File: src/rtl/scene_compositor_if.sv
// Scene compositor bus: per-layer colour and game events in, composited pixel and scene status out.
// The master drives the video/game inputs; the slave (the compositor) drives pixel/scene/lives.
interface scene_compositor_if #(
  parameter int NUM_LAYERS = 8,
  parameter int COLOR_W    = 8
);
  logic [NUM_LAYERS*COLOR_W-1:0] layer_color;
  logic                          video_on;
  logic                          frame_start;
  logic                          action_pulse;
  logic                          life_lost;
  logic                          life_gain;
  logic                          blend_mode;
  logic [COLOR_W-1:0]            pixel_out;
  logic [1:0]                    scene;
  logic [3:0]                    lives;
  logic                          scene_change;

  modport master (
    output layer_color, video_on, frame_start, action_pulse, life_lost, life_gain, blend_mode,
    input  pixel_out, scene, lives, scene_change
  );

  modport slave (
    input  layer_color, video_on, frame_start, action_pulse, life_lost, life_gain, blend_mode,
    output pixel_out, scene, lives, scene_change
  );
endinterface

File: src/rtl/scene_compositor.sv
// Scene FSM with frame-aligned commits, lives counter, and a registered layer compositor (1-clock latency, no backpressure).
// Define SCENE_TIMEOUT_EN to add the frame counter and the GAME_OVER -> HIGH_SCORE -> TITLE timeouts.
module scene_compositor #(
  parameter int                    NUM_LAYERS     = 8,
  parameter int                    COLOR_W        = 8,
  parameter int                    LIVES_INIT     = 4,
  parameter int                    LIVES_MAX      = 9,
  parameter int                    TIMEOUT_FRAMES = 180,
  parameter logic [NUM_LAYERS-1:0] TITLE_MASK     = '1,
  parameter logic [NUM_LAYERS-1:0] PLAY_MASK      = '1,
  parameter logic [NUM_LAYERS-1:0] OVER_MASK      = '1,
  parameter logic [NUM_LAYERS-1:0] HISCORE_MASK   = '1
) (
  input  logic              clk,
  input  logic              reset,
  scene_compositor_if.slave bus
);

  if (NUM_LAYERS < 2 || NUM_LAYERS > 16 || LIVES_MAX < LIVES_INIT || LIVES_MAX > 15 ||
      TIMEOUT_FRAMES < 1) begin : g_bad_params
    $error("scene_compositor: illegal parameter combination");
  end

  typedef enum logic [1:0] {
    SC_TITLE   = 2'd0,
    SC_PLAY    = 2'd1,
    SC_OVER    = 2'd2,
    SC_HISCORE = 2'd3
  } scene_e;

  scene_e             scene_q, scene_d;
  scene_e             req_scene_q, req_scene_d;
  logic               req_vld_q, req_vld_d;
  logic               scene_change_q, scene_change_d;
  logic [3:0]         lives_q, lives_d;
  logic [COLOR_W-1:0] pixel_q, pixel_d;

  logic               new_req_vld;
  scene_e             new_req_scene;
  logic               eff_req_vld;
  scene_e             eff_req_scene;
  logic               commit;
  logic               lose_one;
  logic               gain_one;

  assign lose_one = bus.life_lost && !bus.life_gain;
  assign gain_one = bus.life_gain && !bus.life_lost;

`ifdef SCENE_TIMEOUT_EN
  localparam int FC_W = $clog2(TIMEOUT_FRAMES + 1);

  logic [FC_W-1:0] frame_cnt_q, frame_cnt_d;
  logic            timeout_hit;

  assign timeout_hit = (frame_cnt_q == FC_W'(TIMEOUT_FRAMES));
`endif

  // Event -> requested scene; an action outranks a timeout arriving in the same cycle.
  always_comb begin
    new_req_vld   = 1'b0;
    new_req_scene = SC_TITLE;
    case (scene_q)
      SC_TITLE: begin
        if (bus.action_pulse) begin
          new_req_vld   = 1'b1;
          new_req_scene = SC_PLAY;
        end
      end
      SC_PLAY: begin
        if (lose_one && lives_q == 4'd1) begin
          new_req_vld   = 1'b1;
          new_req_scene = SC_OVER;
        end
      end
      SC_OVER: begin
        if (bus.action_pulse) begin
          new_req_vld   = 1'b1;
          new_req_scene = SC_TITLE;
        end
`ifdef SCENE_TIMEOUT_EN
        else if (timeout_hit) begin
          new_req_vld   = 1'b1;
          new_req_scene = SC_HISCORE;
        end
`endif
      end
      SC_HISCORE: begin
        if (bus.action_pulse) begin
          new_req_vld   = 1'b1;
          new_req_scene = SC_TITLE;
        end
`ifdef SCENE_TIMEOUT_EN
        else if (timeout_hit) begin
          new_req_vld   = 1'b1;
          new_req_scene = SC_TITLE;
        end
`endif
      end
      default: begin
        new_req_vld   = 1'b0;
        new_req_scene = SC_TITLE;
      end
    endcase
  end

  // A held request wins over anything new until it has been committed.
  assign eff_req_vld   = req_vld_q || new_req_vld;
  assign eff_req_scene = req_vld_q ? req_scene_q : new_req_scene;
  assign commit        = bus.frame_start && eff_req_vld;

  always_comb begin
    scene_d        = scene_q;
    scene_change_d = 1'b0;
    req_vld_d      = eff_req_vld;
    req_scene_d    = eff_req_scene;
    lives_d        = lives_q;

    if (scene_q == SC_PLAY) begin
      if (lose_one && lives_q != 4'd0) begin
        lives_d = lives_q - 4'd1;
      end else if (gain_one && lives_q < 4'(LIVES_MAX)) begin
        lives_d = lives_q + 4'd1;
      end
    end

    if (commit) begin
      scene_d        = eff_req_scene;
      scene_change_d = 1'b1;
      req_vld_d      = 1'b0;
      req_scene_d    = SC_TITLE;
      if (eff_req_scene == SC_PLAY) begin
        lives_d = 4'(LIVES_INIT);
      end
    end
  end

`ifdef SCENE_TIMEOUT_EN
  always_comb begin
    frame_cnt_d = frame_cnt_q;
    if (commit) begin
      frame_cnt_d = '0;
    end else if (bus.frame_start && (scene_q == SC_OVER || scene_q == SC_HISCORE) &&
                 frame_cnt_q < FC_W'(TIMEOUT_FRAMES)) begin
      frame_cnt_d = frame_cnt_q + FC_W'(1);
    end
  end
`endif

  logic [NUM_LAYERS-1:0] layer_en;
  logic [COLOR_W-1:0]    prio_c;
  logic [COLOR_W-1:0]    or_c;
  logic [COLOR_W-1:0]    lay_c;

  always_comb begin
    case (scene_q)
      SC_TITLE:   layer_en = TITLE_MASK;
      SC_PLAY:    layer_en = PLAY_MASK;
      SC_OVER:    layer_en = OVER_MASK;
      SC_HISCORE: layer_en = HISCORE_MASK;
      default:    layer_en = '0;
    endcase
  end

  // Walk from the top layer down so the lowest-index opaque layer is the last one written.
  always_comb begin
    prio_c = '0;
    or_c   = '0;
    lay_c  = '0;
    for (int k = NUM_LAYERS - 1; k >= 0; k--) begin
      lay_c = bus.layer_color[k*COLOR_W +: COLOR_W];
      if (layer_en[k]) begin
        or_c = or_c | lay_c;
        if (lay_c != '0) begin
          prio_c = lay_c;
        end
      end
    end
    if (!bus.video_on) begin
      pixel_d = '0;
    end else if (bus.blend_mode) begin
      pixel_d = or_c;
    end else begin
      pixel_d = prio_c;
    end
  end

  always_ff @(posedge clk) begin
    if (reset) begin
      scene_q        <= SC_TITLE;
      req_vld_q      <= 1'b0;
      req_scene_q    <= SC_TITLE;
      scene_change_q <= 1'b0;
      lives_q        <= 4'(LIVES_INIT);
      pixel_q        <= '0;
    end else begin
      scene_q        <= scene_d;
      req_vld_q      <= req_vld_d;
      req_scene_q    <= req_scene_d;
      scene_change_q <= scene_change_d;
      lives_q        <= lives_d;
      pixel_q        <= pixel_d;
    end
  end

`ifdef SCENE_TIMEOUT_EN
  always_ff @(posedge clk) begin
    if (reset) begin
      frame_cnt_q <= '0;
    end else begin
      frame_cnt_q <= frame_cnt_d;
    end
  end
`endif

  assign bus.pixel_out    = pixel_q;
  assign bus.scene        = scene_q;
  assign bus.lives        = lives_q;
  assign bus.scene_change = scene_change_q;

endmodule

File: src/flat_wrapper.sv
// flat-port wrapper written by rule: the top's interface ports become plain ports
module scene_compositor_flat 
#(
  parameter int                    NUM_LAYERS     = 8,
  parameter int                    COLOR_W        = 8,
  parameter int                    LIVES_INIT     = 4,
  parameter int                    LIVES_MAX      = 9,
  parameter int                    TIMEOUT_FRAMES = 180,
  parameter logic [NUM_LAYERS-1:0] TITLE_MASK     = '1,
  parameter logic [NUM_LAYERS-1:0] PLAY_MASK      = '1,
  parameter logic [NUM_LAYERS-1:0] OVER_MASK      = '1,
  parameter logic [NUM_LAYERS-1:0] HISCORE_MASK   = '1
)
  (clk, reset, bus_layer_color, bus_video_on, bus_frame_start, bus_action_pulse, bus_life_lost, bus_life_gain, bus_blend_mode, bus_pixel_out, bus_scene, bus_lives, bus_scene_change);
  scene_compositor_if #(.NUM_LAYERS(NUM_LAYERS), .COLOR_W(COLOR_W)) bus_i ();
  input  logic clk;
  input  logic reset;
  input wire logic [$bits(bus_i.layer_color)-1:0] bus_layer_color;
  input wire logic [$bits(bus_i.video_on)-1:0] bus_video_on;
  input wire logic [$bits(bus_i.frame_start)-1:0] bus_frame_start;
  input wire logic [$bits(bus_i.action_pulse)-1:0] bus_action_pulse;
  input wire logic [$bits(bus_i.life_lost)-1:0] bus_life_lost;
  input wire logic [$bits(bus_i.life_gain)-1:0] bus_life_gain;
  input wire logic [$bits(bus_i.blend_mode)-1:0] bus_blend_mode;
  output wire logic [$bits(bus_i.pixel_out)-1:0] bus_pixel_out;
  output wire logic [$bits(bus_i.scene)-1:0] bus_scene;
  output wire logic [$bits(bus_i.lives)-1:0] bus_lives;
  output wire logic [$bits(bus_i.scene_change)-1:0] bus_scene_change;
  assign bus_i.layer_color = bus_layer_color;
  assign bus_i.video_on = bus_video_on;
  assign bus_i.frame_start = bus_frame_start;
  assign bus_i.action_pulse = bus_action_pulse;
  assign bus_i.life_lost = bus_life_lost;
  assign bus_i.life_gain = bus_life_gain;
  assign bus_i.blend_mode = bus_blend_mode;
  assign bus_pixel_out = bus_i.pixel_out;
  assign bus_scene = bus_i.scene;
  assign bus_lives = bus_i.lives;
  assign bus_scene_change = bus_i.scene_change;
  scene_compositor #(.NUM_LAYERS(NUM_LAYERS), .COLOR_W(COLOR_W), .LIVES_INIT(LIVES_INIT), .LIVES_MAX(LIVES_MAX), .TIMEOUT_FRAMES(TIMEOUT_FRAMES), .TITLE_MASK(TITLE_MASK), .PLAY_MASK(PLAY_MASK), .OVER_MASK(OVER_MASK), .HISCORE_MASK(HISCORE_MASK)) u_core (.clk(clk), .reset(reset), .bus(bus_i));
endmodule
File: config.mk
export PLATFORM = sky130hd
export DESIGN_NAME = scene_compositor_flat
export DESIGN_NICKNAME = d
export VERILOG_FILES = /design/src/rtl/scene_compositor_if.sv /design/src/rtl/scene_compositor.sv /design/src/flat_wrapper.sv
export SDC_FILE = /design/constraint.sdc
export NUM_CORES = 1
export LEC_CHECK = 0
export CORE_ASPECT_RATIO = 0.8
export CORE_MARGIN = 2
export CORE_UTILIZATION = 35
export DETAILED_ROUTE_END_ITERATION = 8
export GPL_ROUTABILITY_DRIVEN = 0
export PLACE_DENSITY = 0.78
export SYNTH_ARGS = -nofsm -noshare
export SYNTH_HDL_FRONTEND = slang
export SYNTH_SLANG_ARGS = --single-unit
export TNS_END_PERCENT = 5
File: constraint.sdc
create_clock -name clk -period 1.85 [get_ports clk]
set_input_delay 0.185 -clock clk [delete_from_list [all_inputs] [get_ports clk]]
set_output_delay 0.185 -clock clk [all_outputs]
set_load 0.02 [all_outputs]
==> results.json, run 1 <==
{
  "pwr_density_cell_mw_per_mm2": 395,
  "synth-seq-area-share_pct": 24.0,
  "dr.pass1.iters": 5,
  "grt_pass1_wl_um": 11200,
  "die_x_um": 77.2,
  "r2r_start": "u_core.bus.lives[1]",
  "syn_to_final_growth_pct": 104,
  "clkLatencyLatePin_ns": 0.26,
  "n_fill_cell": 330,
  "stdcell_count": 419,
  "critPathKind": "input port to flip-flop",
  "first_global_vias": 2268,
  "synth_nets": 278,
  "clk_path_buf_depth": 2,
  "status": "finished, violations left",
  "start_util_pct": 36.2,
  "cpMaxStageDelayCell": "or4_4",
  "synth_top_cell_by_area": "dfxtp_1",
  "relSlewSlack_pct": 73.4,
  "worstMarginPinSlew_ns": 0.395,
  "slew_viol_final": 0,
  "synthFlopType": "dfxtp_1",
  "ios": 87,
  "wirelength_um": 6860,
  "cts-buffers-inserted": 3,
  "die_h_um": 62.6,
  "overflow": 0,
  "die-area_sq_mm": 0.00483,
  "final_nets": 438,
  "finalCriticalPeriod_ns": 1.88,
  "final_cell_mix": "84 x clkdlybuf4s50_1, 70 x buf_4, 28 x nor2_1",
  "irDropWorstVdd_mv": 0.272,
  "ys_ff_latch": 18,
  "cts-root-buf": "clkbuf_8",
  "finalPower_mw": 1.21,
  "placeableCoreArea_sq_mm": 0.00415,
  "dp_hpwl_um": 5690,
  "io_buffers": 86,
  "cts_tree": "yes",
  "synth_cells": 203,
  "syn_area_sq_mm": 0.00150,
  "finClkSkew_ns": 0.00455,
  "crit_path_max_incr_delay_ns": 0.56,
  "htreeDepth": 1,
  "max_freq_mhz": 531,
  "yosys_warnings": 0,
  "hp-start": "u_core.bus.lives[1]",
  "n_antenna_cell": 0,
  "final_common_cell": "clkdlybuf4s50_1",
  "rsz0062_at_grt": "true",
  "violations": "negative setup slack",
  "synth.distinct_cells": 50,
  "hold_end": "u_core.bus.lives[1]",
  "placed_cells": 414,
  "cp_top_family": "simple AND/OR/NAND/NOR gates",
  "path_clk_slew_ns": 0.07,
  "endpoint_kind": "flip-flop",
  "path_buf_inv": 1,
  "hp-class": "flip-flop to flip-flop",
  "rrSetupSlack_ns": 0.14,
  "finalCritPeriodShare_pct": 102,
  "grt_max_degree": 13,
  "clock-sinks": 18,
  "antenna_left": 0,
  "reg2regPathDepth": 7,
  "synthArstFlopShare_pct": 0,
  "hold_buffers": 0,
  "antenna_found_initial": 0,
  "hold_viol_final": 0,
  "maxCapViolCount": 0,
  "drt-vias-per-instance": 5.48,
  "wire_per_inst_um": 16.4,
  "drive_gt1_share_pct": 26.8,
  "syn_area_per_cell_sq_um": 7.40,
  "worst_slack_ns": -0.0328,
  "vias": 2297,
  "worstPathArrival_ns": 2.07,
  "ys_top_cells_by_area": "dfxtp_1 24%, a21oi_1 7.3%, nor2_1 7.0%",
  "whs_path_depth": 2,
  "drcViolationCount": 0,
  "critical_path_peak_fanout": 4,
  "required_ns": 2.04,
  "drtIter0Drc": 115,
  "path_cells": "clkdlybuf4s50_1 > or4_4 > nor2_4 > o22ai_1 > or4b_1 > a21oi_2",
  "synth-edff-count": 0,
  "grt_usage_pct": 28.7,
  "synth_top_area_share_pct": 24.0,
  "cellLeakagePower_nw": 1.21,
  "rows": 21,
  "start_kind": "input port",
  "r2r-end": "u_core.bus.lives[3]",
  "setup-violations-final": 3
}
[cell usage after synthesis, types with 2 or more instances]
cell type,count
a211oi_1,2
o31ai_1,2
a221oi_1,2
nand2_1,7
nor3b_1,3
nor2b_1,5
nor4_1,8
o2bb2ai_1,3
a21boi_0,2
and2_1,2
ha_1,3
mux2i_1,3
o21ai_1,4
nor2_1,28
dfxtp_1,18
o21a_1,6
inv_1,5
or4_1,5
and3_1,2
or4_4,2
a21oi_1,22
nand2b_1,7
or4b_1,2
o22ai_1,6
nor3_1,12
or3_1,6
nand3_1,2
o21a_2,2
a41oi_1,2
a22oi_1,2
o21ai_0,9
[final cells by class]
| cell class | count | area, sq um | share of cell area, % |
|---|---|---|---|
| repair buffers | 156 | 1380 | 45.2 |
| flip-flops and latches | 18 | 363 | 11.9 |
| well taps | 57 | 71.3 | 2.33 |
| multi-input cells | 178 | 1160 | 38.0 |
| clock buffers | 4 | 55.1 | 1.80 |
| inverters | 6 | 22.5 | 0.736 |
[registers in the layout, summed over array words and instances (netlist names)]
name,count
u_core.req_scene_q,2
u_core.req_vld_q,1
u_core.bus.scene,2
u_core.bus.scene_change,1
u_core.bus.lives,4
u_core.bus.pixel_out,8
[per-layer routing]
layer | global-route usage (%) | part of all wire [%] | vias up
li1 | - | - | 1107
met1 | 38.9 | 46 | 1080
met2 | 49.1 | 47 | 98
met3 | 4.34 | 5.6 | 12
met4 | 4.69 | 1.3 | 0
met5 | 0 | 0 | -
[worst max path at each step]
stage	slack, ns	cells after the start	start	endpoint
after floorplan	0.06	6	u_core.bus.lives[0]	u_core.bus.lives[2]
after global placement	-0.30	6	bus_layer_color[8]	u_core.bus.pixel_out[0]
after detailed placement	-0.33	6	bus_layer_color[29]	u_core.bus.pixel_out[2]
after CTS	-0.009	7	bus_layer_color[20]	u_core.bus.pixel_out[4]
after global routing	-0.08	6	bus_layer_color[28]	u_core.bus.pixel_out[0]
final	-0.03	6	bus_layer_color[28]	u_core.bus.pixel_out[2]
[cells by family after synthesis]
group	count (synthesis)	share of synthesized area [%]
flip-flops	18	24.0
AND/OR/NAND/NOR	99	37.7
adder cells (fa/ha/maj)	3	2.50
buffers and inverters	7	1.75
XOR/XNOR	2	1.17
AO/OA/AOI/OAI	70	30.2
multiplexers	4	2.75
[power by group]
part	switching (mW)	leakage, nW	internal, mW	total, mW
clock	0.131	0.0288	0.189	0.320
sequential	0.0102	0.149	0.404	0.415
combinational	0.186	1.03	0.288	0.474
total	0.327	1.21	0.881	1.21
[worst register-to-register path: cells and delay by family (launching register included)]
kind,cells,cell delay [ns]
AO/OA/AOI/OAI,2,0.30
adder cells (fa/ha/maj),1,0.19
buffers and inverters,2,0.27
flip-flops,1,0.37
multiplexers,1,0.30
AND/OR/NAND/NOR,1,0.18
[timing repair]
action	in CTS	in global routing
endpoints found under the hold margin	0	0
setup buffers	1	0
setup endpoints to repair	4	7
gates resized for setup	9	4
pin swaps	6	0
[stage by stage]
stage / worst slack (ns) / instance area [sq um] / hold slack [ns] / util [%] / TNS, ns
floorplan: 0.0566 / 1500 / 0.257 / - / 0
global placement: -0.297 / 2950 / 0.525 / 71.1 / -1.65
detailed placement: -0.326 / 2950 / 0.533 / 71.1 / -1.94
CTS: -0.00921 / 3040 / 0.545 / 73.3 / -0.0152
global route: -0.0788 / 3060 / 0.575 / 73.7 / -0.333
finish: -0.0328 / 3060 / 0.545 / 73.7 / -0.0871
No activity file was read; power rests on OpenSTA's default activity.
==> run 2: changes to the inputs <==
--- a/config.mk
+++ b/config.mk
@@ -10,7 +10,9 @@
 export CORE_UTILIZATION = 35
 export DETAILED_ROUTE_END_ITERATION = 8
 export GPL_ROUTABILITY_DRIVEN = 0
+export HOLD_SLACK_MARGIN = 0.1
 export PLACE_DENSITY = 0.78
+export SLEW_MARGIN = 40
 export SYNTH_ARGS = -nofsm -noshare
 export SYNTH_HDL_FRONTEND = slang
 export SYNTH_SLANG_ARGS = --single-unit
==> results of run 2 <==
The final DEF is identical to that of run 1; final timing and power are the same.
